[src/rtl/spi_responder_regfile.sv]
`default_nettype none
// +--------------------------------------------------------------------------+
// | spi_responder_regfile: SPI mode-0 slave backed by a 2**ADDR_W x 8 regfile |
// | Optional SPI_BURST_EN: address auto-increment on BURST header. Rev 1.0    |
// +--------------------------------------------------------------------------+
module spi_responder_regfile #(
  parameter int ADDR_W      = 6,
  parameter int SYNC_STAGES = 2
) (
  input  logic              CLK_48MHZ,
  input  logic              RESET,
  input  logic              SS,
  input  logic              SCLK,
  input  logic              MOSI,
  output logic              MISO,
  output logic              MISO_OE,
  input  logic [7:0]        status_in,
  output logic              wr_stb,
  output logic [ADDR_W-1:0] wr_addr,
  output logic [7:0]        wr_data,
  output logic              xfer_done
);
  localparam int DEPTH = 2**ADDR_W;

  typedef enum logic [1:0] {
    IDLE   = 2'd0,
    HEADER = 2'd1,
    DATA   = 2'd2
  } state_t;

  state_t state, state_nxt;

  logic [SYNC_STAGES-1:0] ss_sync, sclk_sync, mosi_sync;
  logic ss_s, ss_p, ss_f, sclk_s, sclk_p, mosi_s;
  logic ss_stable, ss_fall, ss_rise, sclk_rise, sclk_fall;
  logic byte_done, reg_we;
  logic [2:0] cnt;
  logic [6:0] rx;
  logic [7:0] rx_byte, tx;
  logic rw;
  logic [ADDR_W-1:0] addr, addr_nxt;
  logic [7:0] regs [DEPTH];
`ifdef SPI_BURST_EN
  logic burst;
`endif

  always_ff @(posedge CLK_48MHZ) begin
    if (RESET) begin
      ss_sync   <= '1;
      sclk_sync <= '0;
      mosi_sync <= '0;
      ss_p      <= 1'b1;
      ss_f      <= 1'b1;
      sclk_p    <= 1'b0;
    end else begin
      ss_sync   <= {ss_sync[SYNC_STAGES-2:0], SS};
      sclk_sync <= {sclk_sync[SYNC_STAGES-2:0], SCLK};
      mosi_sync <= {mosi_sync[SYNC_STAGES-2:0], MOSI};
      ss_p      <= ss_s;
      sclk_p    <= sclk_s;
      if (ss_stable) ss_f <= ss_s;
    end
  end

  assign ss_s   = ss_sync[SYNC_STAGES-1];
  assign sclk_s = sclk_sync[SYNC_STAGES-1];
  assign mosi_s = mosi_sync[SYNC_STAGES-1];

  // SS must hold a level for two synchronized cycles before it counts
  assign ss_stable = (ss_s == ss_p);
  assign ss_fall   = ss_stable && !ss_s && ss_f;
  assign ss_rise   = ss_stable && ss_s && !ss_f;
  assign sclk_rise = sclk_s && !sclk_p;
  assign sclk_fall = !sclk_s && sclk_p;

  assign rx_byte   = {rx, mosi_s};
  assign byte_done = sclk_rise && (cnt == 3'd7);
  assign reg_we    = (state == DATA) && !ss_rise && byte_done && !rw;

  always_comb begin
    addr_nxt = addr;
`ifdef SPI_BURST_EN
    if (burst) addr_nxt = addr + {{(ADDR_W-1){1'b0}}, 1'b1};
`endif
  end

  always_ff @(posedge CLK_48MHZ) begin
    if (RESET) state <= IDLE;
    else       state <= state_nxt;
  end

  always_comb begin
    state_nxt = state;
    case (state)
      IDLE:    if (ss_fall) state_nxt = HEADER;
      HEADER:  if (ss_rise) state_nxt = IDLE;
               else if (byte_done) state_nxt = DATA;
      DATA:    if (ss_rise) state_nxt = IDLE;
      default: state_nxt = IDLE;
    endcase
  end

  always_ff @(posedge CLK_48MHZ) begin
    if (RESET) begin
      for (int i = 0; i < DEPTH; i++) regs[i] <= '0;
    end else if (reg_we) begin
      regs[addr] <= rx_byte;
    end
  end

  always_ff @(posedge CLK_48MHZ) begin
    if (RESET) begin
      cnt       <= '0;
      rx        <= '0;
      tx        <= '0;
      rw        <= 1'b0;
      addr      <= '0;
      MISO      <= 1'b0;
      MISO_OE   <= 1'b0;
      wr_stb    <= 1'b0;
      wr_addr   <= '0;
      wr_data   <= '0;
      xfer_done <= 1'b0;
`ifdef SPI_BURST_EN
      burst     <= 1'b0;
`endif
    end else begin
      wr_stb    <= 1'b0;
      xfer_done <= 1'b0;
      if (ss_rise) begin
        cnt       <= '0;
        MISO      <= 1'b0;
        MISO_OE   <= 1'b0;
        xfer_done <= 1'b1;
      end else if (state == IDLE) begin
        if (ss_fall) begin
          tx      <= status_in;
          MISO    <= status_in[7];
          MISO_OE <= 1'b1;
          cnt     <= '0;
        end
      end else if (sclk_rise) begin
        rx  <= rx_byte[6:0];
        cnt <= cnt + 3'd1;
        if (cnt == 3'd7) begin
          if (state == HEADER) begin
            rw   <= rx_byte[7];
            addr <= rx_byte[ADDR_W-1:0];
`ifdef SPI_BURST_EN
            burst <= rx_byte[6];
`endif
            if (rx_byte[7]) tx <= regs[rx_byte[ADDR_W-1:0]];
          end else if (!rw) begin
            wr_stb  <= 1'b1;
            wr_addr <= addr;
            wr_data <= rx_byte;
            addr    <= addr_nxt;
          end else begin
            tx   <= regs[addr_nxt];
            addr <= addr_nxt;
          end
        end
      end else if (sclk_fall) begin
        // cnt==0 here means a fresh byte was just loaded into tx
        MISO <= tx[3'd7 - cnt];
      end
    end
  end

endmodule
`default_nettype wire

[config.mk]
export PLATFORM = sky130hd
export DESIGN_NAME = spi_responder_regfile
export DESIGN_NICKNAME = d
export VERILOG_FILES = /design/src/rtl/spi_responder_regfile.sv
export SDC_FILE = /design/constraint.sdc
export NUM_CORES = 1
export LEC_CHECK = 0
export ABC_AREA = 1
export CORE_MARGIN = 5
export CORE_UTILIZATION = 40
export CTS_CLUSTER_DIAMETER = 100
export CTS_CLUSTER_SIZE = 16
export DETAILED_ROUTE_END_ITERATION = 6
export PLACE_DENSITY_LB_ADDON = 0.12
export SYNTH_ARGS = -nofsm -noshare
export SYNTH_HDL_FRONTEND = slang
export SYNTH_SLANG_ARGS = --single-unit
[constraint.sdc]
create_clock -name CLK_48MHZ -period 7.3 [get_ports CLK_48MHZ]
set_clock_uncertainty 0.15 [all_clocks]
set_input_delay 0.73 -clock CLK_48MHZ [delete_from_list [all_inputs] [get_ports CLK_48MHZ]]
set_output_delay 0.73 -clock CLK_48MHZ [all_outputs]
set_load 0.01 [all_outputs]
# [Yosys cells after proc, flatten, opt, wreduce, memory -nomap -nowiden]
# Memory sizes are Yosys's and may differ from the RTL's. A register that Yosys moved wholly into a read port is not among the register bits.
# Index checks and enable logic that the tools add are counted.
# Widths: inputs -> output; s select.
[totals] input_bits=13 n_memories=1 ff_bits=54 wordCells=102 mem_bits_rw=512 out_inout_bits=18
[op_classes] n_mux=33 eq_ne=9 addsub=2 n_reduce_logical=32 order_cmp=1 bitwise=6
[memory_table] name="regs" words=64 word_bits=8 rd=2 rd_clocked_by_memory_dff=1 wr=64 line="42" text="logic [7:0] regs [DEPTH];"
[op_table] op="$mux 8" count=8
[op_table] op="$mux 6" count=3
[op_table] op="$mux 1" count=13
[op_table] op="$reduce_and 6->1" count=2
[op_table] op="$logic_and 1x1->1" count=10
[op_table] op="$mux 3" count=3
[op_table] op="$reduce_and 3->1" count=3
[op_table] op="$mux 2" count=4
[op_table] op="$reduce_or 8->1" count=1
[op_table] op="$logic_not 1->1" count=6
[op_table] op="$ne 3x3->1 const B" count=2
[op_table] op="$not 1->1" count=6
[op_table] op="$pmux 2 s3" count=1
[op_table] op="$reduce_bool 2->1" count=3
[op_table] op="$reduce_or 6->1" count=1
[op_table] op="$reduce_and 5->1" count=1
[op_table] op="$lt 3x4->1 const B" count=1
[op_table] op="$ne 2x2->1 const B" count=2
[op_table] op="$reduce_and 2->1" count=2
[op_table] op="$add 3x1->3 const B" count=1
[op_table] op="$bmux 1 s3" count=1
[op_table] op="$eq 3x3->1 const B" count=1
[op_table] op="$reduce_bool 3->1" count=1
[op_table] op="$sub 3x3->3 const A" count=1
[op_table] op="other kinds (6)" count=6

# [Longest topological paths before layout]
# Gate-level depths: netlist (run 1).
[logic_depth] word_depth=12 mapped_depth=15 ltp_nobuf=13

# [Worst setup path before layout (run 1)]
# Ideal clock, no wire load.
[synth_path] kind="flip-flop to flip-flop" start="register cnt[0]" end="memory regs[10][0], enable pin" path_buffers=0 setup_time_ns=0.329 arrival_ns=1.990 slack_ns=4.832 period_less_slack_ns=2.468 required_ns=6.821 path_stages_with_launch=9 cell_sequence="dfxtp_1 ha_1 ha_1 nand2_1 nor4_2 nand2_1 nor2_4 nand2_2 nand2_1"
[synth_lines] item="start, declared" line="37" text="logic [2:0] cnt;"
[synth_lines] item="start signal, assigned" line="144" text="cnt <= cnt + 3'd1;"
[synth_lines] item="end, declared" line="42"

# [Worst setup path in the final report (run 1)]
[layout_path] start="register mosi_sync[1]" end="register tx[7]"
[layout_via] elab_chain_len=6
[layout_lines] item="start, declared" line="33" text="logic [SYNC_STAGES-1:0] ss_sync, sclk_sync, mosi_sync;"
[layout_lines] item="start signal, assigned" line="58" text="mosi_sync <= {mosi_sync[SYNC_STAGES-2:0], MOSI};"
[layout_lines] item="$mem_v2 64x8"
[layout_lines] item="$mux 8" line="152" text="if (rx_byte[7]) tx <= regs[rx_byte[ADDR_W-1:0]];"
[layout_lines] item="$mux 8" line="146" text="if (state == HEADER) begin"
[layout_lines] item="$mux 8" line="145" text="if (cnt == 3'd7) begin"
[layout_lines] item="$mux 8" line="142" text="end else if (sclk_rise) begin"
[layout_lines] item="$mux 8" line="135" text="end else if (state == IDLE) begin"
[layout_lines] item="end signal, assigned" line="137" text="tx <= status_in;"
[layout_lines] item="end signal, assigned" line="152"
[layout_lines] item="end signal, assigned" line="159" text="tx <= regs[addr_nxt];"
[layout_lines] item="end, declared" line="39" text="logic [7:0] rx_byte, tx;"
# Every way passes these cells. The select of a mux whose other input is x is not followed.
# A chain may end at the register's enable or synchronous reset.

==> results of run 1 <==
[metrics by stage]
step | utilization [%] | total power [mW] | instance area [um^2] | setup slack (ns) | instances
3_5_place_dp | 41.2 | 4.15 | 31200 | 3.45 | 4497
6_report | 42.8 | 6.43 | 32500 | 3.58 | 4561
3_3_place_gp | 41.2 | 4.15 | 31200 | 3.47 | 4497
2_1_floorplan | - | 4.01 | 30500 | 4.83 | 3740
4_1_cts | 42.8 | 6.45 | 32500 | 3.70 | 4561
5_1_grt | 42.8 | 6.62 | 32500 | 3.34 | 4561
[synthesized netlist by cell type (all sizes together)]
cell and instances:
nand2 955, nor2 801, edfxtp 512, nand3 474, o21ai 252, a21oi 182
clkbuf 155, buf 140, inv 62, dfxtp 60, o31ai 48, o211ai 39
o22ai 23, nor3 10, o221ai 10, clkinv 6, ha 4, nand4 2
nor4 2, or2 2, a31oi 1
[flip-flops by register name (all words and copies together), names as in the netlist, named ones only]
name	cells
MISO	1
MISO_OE	1
addr	6
cnt	3
mosi_sync	2
regs	512
rw	1
rx	7
sclk_p	1
sclk_sync	2
ss_f	1
ss_p	1
ss_sync	2
state	2
tx	8
wr_addr	6
wr_data	8
wr_stb	1
xfer_done	1
[routing by layer]
metal,wire length [um],vias up,global-route usage (%)
met2,50700,1283,41.4
met1,47600,12900,37.5
met3,9150,177,4.15
met5,0,-,0
li1,-,12300,-
met4,3620,0,8.13
[critical path, cell delays in order (launching register included)]
cell and delay (ns):
dfxtp_4 0.52, inv_8 0.67, buf_4 0.76, o21ai_0 0.16, o22ai_1 0.20, nand2_1 0.13
nand2_1 0.11, nand2_1 0.05, nand2_1 0.07, nand3_1 0.21, nand2_1 0.14, nand2_1 0.08
nand3_1 0.12, nand2_1 0.05, inv_1 0.04
[placed cells by master, fill, tap and decap left out, types with 7 or more instances in the layout]
master             n
o21ai_0          252
o31ai_1           48
edfxtp_1         512
clkbuf_16         45
nand3_1          474
nor3_2             7
o221ai_1          10
clkdlybuf4s50_1   30
buf_4             40
inv_1             51
nand2_1          891
o22ai_1           23
nor2_4             8
nand2_2           64
o211ai_1          39
nor2_1           792
dfxtp_1           52
a21oi_1          182
clkbuf_1          15
[cell families (layout without fill, tap and decap cells)]
family          after synthesis  after routing  synth area share [%]
fa+ha+maj                     4              4                 0.164
compound gates              555            555                  10.0
buf+inv                     363            206                  4.96
flops                       572            572                  54.3
simple gates               2246           2246                  30.5
[power by group through the flow]
stage	Combinational (mW)	Sequential, mW	Clock (mW)
after global placement	0.297	3.86	0
after global routing	0.334	3.79	2.49
final	0.302	3.78	2.34
after CTS	0.299	3.78	2.37
after floorplan	0.212	3.80	0
after detailed placement	0.298	3.85	0
[area by class of cell]
type / instances / share of cell area (%)
Clock inverter: 3 / 0.154
Tap cell: 978 / 3.77
Timing Repair Buffer: 74 / 2.10
Clock buffer: 61 / 3.68
Inverter: 68 / 0.886
Sequential cell: 572 / 51.1
Multi-Input combinational cell: 2805 / 38.3
[worst max-delay path by stage]
stage / from / endpoint / slack, ns / cells after the start
finish: mosi_sync[1]$_SDFF_PP0_ / tx[7]$_SDFFE_PP0P_ / 3.58 / 14
global route: mosi_sync[1]$_SDFF_PP0_ / tx[0]$_SDFFE_PP0P_ / 3.34 / 14
CTS: mosi_sync[1]$_SDFF_PP0_ / tx[2]$_SDFFE_PP0P_ / 3.70 / 14
detailed placement: RESET / regs[2][0]$_SDFFCE_PN0P_ / 3.45 / 7
global placement: RESET / regs[2][5]$_SDFFCE_PN0P_ / 3.47 / 7
floorplan: cnt[0]$_SDFFE_PP0P_ / regs[10][0]$_SDFFCE_PN0P_ / 4.83 / 8
==> impl_metrics.env, run 1 <==
export IMPL_drt_iter0_markers=3428
export IMPL_fp_dieArea_um2=81900
export IMPL_switchingPower_mw=1.49
export IMPL_die_x_um=286
export IMPL_worstSkewPairLatency_ns=0.60
export IMPL_ys_seq_elements=572
export IMPL_drc_errors=0
export IMPL_worstSetupStartpointType="flop"
export IMPL_via_count=26600
export IMPL_grt_max_degree=157
export IMPL_cts_tree="built"
export IMPL_fill_cells=7673
export IMPL_htreeDepth=2
export IMPL_postRouteAntennaNets=0
export IMPL_multi_input_area_um2=12400
export IMPL_post_route_period_util_pct=51.0
export IMPL_r2r_setup_slack_ns=3.58
export IMPL_slew_headroom_pct=28.3
export IMPL_synthTopCellsByArea="edfxtp_1, nand2_1, nor2_1, nand3_1, o21ai_0"
export IMPL_hold_buffers=0
export IMPL_synth_top_area_cell="edfxtp_1"
export IMPL_syn_inst=3740
export IMPL_critPathArrivalTime_ns=4.13
export IMPL_clock_path_buffers=3
export IMPL_start_util_pct=40.3
export IMPL_grt_pass1_vias=24600
export IMPL_pwr_share_comb_pct=4.7
export IMPL_hold_path_class="reg2reg"
export IMPL_internal_power_mw=4.94
export IMPL_timing_rr_end="tx[7]$_SDFFE_PP0P_"
export IMPL_cts_setup_buffers=0
export IMPL_register_area_um2=16600
export IMPL_port_buffer_count=30
export IMPL_crit_required_ns=7.70
export IMPL_drv_cap=0
export IMPL_hold_depth=2
export IMPL_endpoint_kind="flop"
export IMPL_ys_types=29
export IMPL_ys_seq_area_share_pct=54.3
export IMPL_syn_cell_area_um2=30500
export IMPL_whs_ns=0.254
export IMPL_worstHoldEndpoint="mosi_sync[1]$_SDFF_PP0_"
export IMPL_grt_antenna_before_repair=0
export IMPL_numClockSinks=572
export IMPL_netlist_area_leader_share_pct=50.4
export IMPL_p_clk_share_pct=36.4
export IMPL_core_um2=75800
export IMPL_hp_start="mosi_sync[0]$_SDFF_PP0_"
export IMPL_rsz0062_at_grt="no"
export IMPL_numCtsBuffers=42
export IMPL_die_h_um=286
export IMPL_status="completed"
export IMPL_io_pins=31
export IMPL_viasPerCell=5.84
export IMPL_syn2layout_area_growth_pct=6.39
export IMPL_path_clk_slew_ns=0.07
export IMPL_fmax_ghz=0.268
export IMPL_cts_resized=0
export IMPL_rows=101
export IMPL_overflow=0
export IMPL_nets=3580
export IMPL_seq_power_share_pct=58.9
export IMPL_swShare_pct=23.1
export IMPL_wl_mm=111
export IMPL_avgSynthCellArea_um2=8.16
export IMPL_path_class="reg2reg"
export IMPL_detail_route_first_pass_iterations=6
export IMPL_maxSlewViolCount=0
export IMPL_grt_pass1_wl_mm=164
export IMPL_power_density_nw_per_um2=198
export IMPL_synth_nets=3757
export IMPL_crit_fanout=137
export IMPL_reg2reg_from="mosi_sync[1]$_SDFF_PP0_"
export IMPL_tightest_slew_ns=1.07
export IMPL_tns_ns=0
export IMPL_period_minus_slack_ns=3.72
export IMPL_track_usage_pct=26.3
export IMPL_finalSetupViolations=0
export IMPL_ys_warn_count=0
export IMPL_cellLeakagePower_nw=11.2
export IMPL_hold_violations=0
export IMPL_post_drt_wl_per_cell_um=24.3
export IMPL_rr_worst_depth=14
export IMPL_routabilityCongestion=0.895
export IMPL_antenna_cells=0
export IMPL_cts_root_buffer="clkbuf_16"
export IMPL_vdd_ir_drop_max_v=0.000147
export IMPL_post_dp_hpwl_mm=67.6
export IMPL_drive_gt1_share_pct=5.47
Note: power is estimated with default switching activity, not from simulation.
==> run 2, diff against run 1 <==
clock period = 3 ns   (was 7.3 ns; I/O delays follow)
==> run 2 against run 1 <==
The flow now finishes with violations (design-rule violations). Critical path depth down 5. Hold slack worse by 0.16 ns. Clock power up 130%. Total power up 140%. Sequential power up 140%. Final area up 4.9%. Worst setup slack worse by 3.5 ns. Flip-flop and latch count unchanged. First-iteration DRC count up 9.8%. Non-clock buffer count up 157. Critical endpoint is now regs[2][0]$_SDFFCE_PN0P_. Highest routed layer unchanged.
==> impl_metrics.env, run 2 (synthesis gave the netlist of run 1 again) <==
export IMPL_cellLeakagePower_nw=12.1
export IMPL_grt_pass1_wl_mm=169
export IMPL_post_dp_hpwl_mm=73.6
export IMPL_largest_register="regs"
export IMPL_worstSetupStartpointType="flop"
export IMPL_port_buffer_count=30
export IMPL_maxUsedRoutingLayer="met4"
export IMPL_track_usage_pct=27.1
export IMPL_nets=3736
export IMPL_grt_antenna_before_repair=0
export IMPL_post_route_period_util_pct=97.1
export IMPL_met2WireLength_mm=51.6
export IMPL_power_density_nw_per_um2=451
export IMPL_overflow=0
export IMPL_io_pins=31
export IMPL_via_count=27300
export IMPL_endpoint_kind="flop"
export IMPL_postRouteAntennaNets=0
export IMPL_crit_fanout=9
export IMPL_grt_pass1_vias=25900
export IMPL_detail_route_first_pass_iterations=7
export IMPL_drt_iter0_markers=3765
export IMPL_core_um2=75800
export IMPL_drive_gt1_share_pct=9.27
export IMPL_path_class="reg2reg"
export IMPL_drc_errors=22
export IMPL_cts_root_buffer="clkbuf_16"
export IMPL_status="complete, but fails checks"
export IMPL_drv_cap=0
export IMPL_die_x_um=286
export IMPL_violations="design-rule violations"
export IMPL_layout_commonest_cell="nand2_1"
export IMPL_numCtsBuffers=41
export IMPL_routabilityCongestion=0.942
export IMPL_whs_ns=0.0964
export IMPL_vdd_ir_drop_max_v=0.000350
export IMPL_crit_top_cell="nand2_1"
export IMPL_antenna_cells=0
export IMPL_finalSetupViolations=0
export IMPL_crit_chain="ha_1 > ha_1 > nand2_1 > nor4_2 > nand2_1 > nor2_4 > buf_12 > nand2_2 > nand2_1"
export IMPL_critPathMaxStageDelay_ns=0.43
export IMPL_worstSkewPairLatency_ns=0.60
export IMPL_numClockSinks=572
export IMPL_routed_wl_met3_mm=9.75
export IMPL_clock_path_buffers=3
export IMPL_hold_path_class="in2reg"
export IMPL_tightest_slew_ns=0.822
export IMPL_syn2layout_area_growth_pct=11.6
export IMPL_reg_largest_list="regs x512, tx x8, wr_data x8"
export IMPL_fill_cells=7565
export IMPL_die_h_um=286
export IMPL_slowest_stage="nor4_2"
export IMPL_wl_mm=114
export IMPL_fin_ws_ns=0.0878
export IMPL_layout_common_cells="nand2_1, nor2_1, edfxtp_1"
export IMPL_maxSlewViolCount=0
export IMPL_slew_headroom_pct=45.1
export IMPL_hold_violations=0
export IMPL_rows=101
export IMPL_grt_max_degree=64
export IMPL_htreeDepth=2
export IMPL_crit_required_ns=3.10
export IMPL_cts_resized=0
export IMPL_pre_cts_ws_ns=0.0149
export IMPL_fp_dieArea_um2=81900
export IMPL_largest_reg_flops=512
export IMPL_start_util_pct=40.3
export IMPL_fmax_ghz=0.343
export IMPL_period_minus_slack_ns=2.91
export IMPL_post_drt_wl_per_cell_um=24.2
export IMPL_viasPerCell=5.79
export IMPL_wl_met1_mm=47.7
export IMPL_rsz0062_at_grt="yes"
export IMPL_cts_tree="built"
export IMPL_path_clk_slew_ns=0.08
export IMPL_critPathArrivalTime_ns=3.01
export IMPL_finalPower_mw=15.4
==> run 2: worst max-delay path, delay by kind of cell, from the launching register on <==
family	cells	cell delay, ns
simple gates	6	1.54
flops	1	0.34
fa+ha+maj	2	0.33
buf+inv	1	0.21
==> run 2: where the power goes <==
| part | internal (mW) | total, mW | switching, mW |
|---|---|---|---|
| sequential | 8.96 | 9.17 | 0.212 |
| combinational | 0.241 | 0.804 | 0.563 |
| clock | 2.55 | 5.40 | 2.85 |
==> run 2: area by class of cell <==
| type | count | area (um^2) | share of cell area [%] |
|---|---|---|---|
| repair buffers | 231 | 2410 | 7.07 |
| clock inverters | 1 | 3.75 | 0.0110 |
| flip-flops and latches | 572 | 16600 | 48.7 |
| inverters | 68 | 288 | 0.845 |
| multi-input cells | 2805 | 12400 | 36.5 |
| clock buffers | 65 | 1120 | 3.28 |
| well taps | 978 | 1220 | 3.59 |
==> run 2: through the flow <==
step	setup TNS [ns]	std cells	util (%)	instance area (um^2)
floorplan	0	3740	-	30500
global placement	0	4654	43.5	33000
detailed placement	0	4654	43.5	33000
CTS	0	4720	44.9	34100
global route	-6.13	4720	44.9	34100
finish	0	4720	44.9	34100
==> run 2: worst paths after layout <==
check | startpoint | endpoint | slack, ns | depth (start not counted)
setup / recovery | cnt[0]$_SDFFE_PP0P_ | regs[2][0]$_SDFFCE_PN0P_ | 0.09 | 9
hold / removal | MOSI | mosi_sync[0]$_SDFF_PP0_ | 0.1 | 3
setup reg to reg | cnt[0]$_SDFFE_PP0P_ | regs[2][0]$_SDFFCE_PN0P_ | 0.09 | 9
hold reg to reg | ss_sync[0]$_SDFF_PP1_ | ss_sync[1]$_SDFF_PP1_ | 0.26 | 1
==> run 2: repair_timing <==
item                       CTS  global route
hold endpoints to repair     0             0
hold buffers                 0             0
buffers inserted             0             0
setup endpoints to repair    0           150
==> run 2: per-layer routing <==
layer / up-vias / global-route usage, %
met5: - / 0
met2: 1340 / 42.8
li1: 12600 / -
met3: 251 / 3.81
met1: 13100 / 38.0
met4: 0 / 10.5
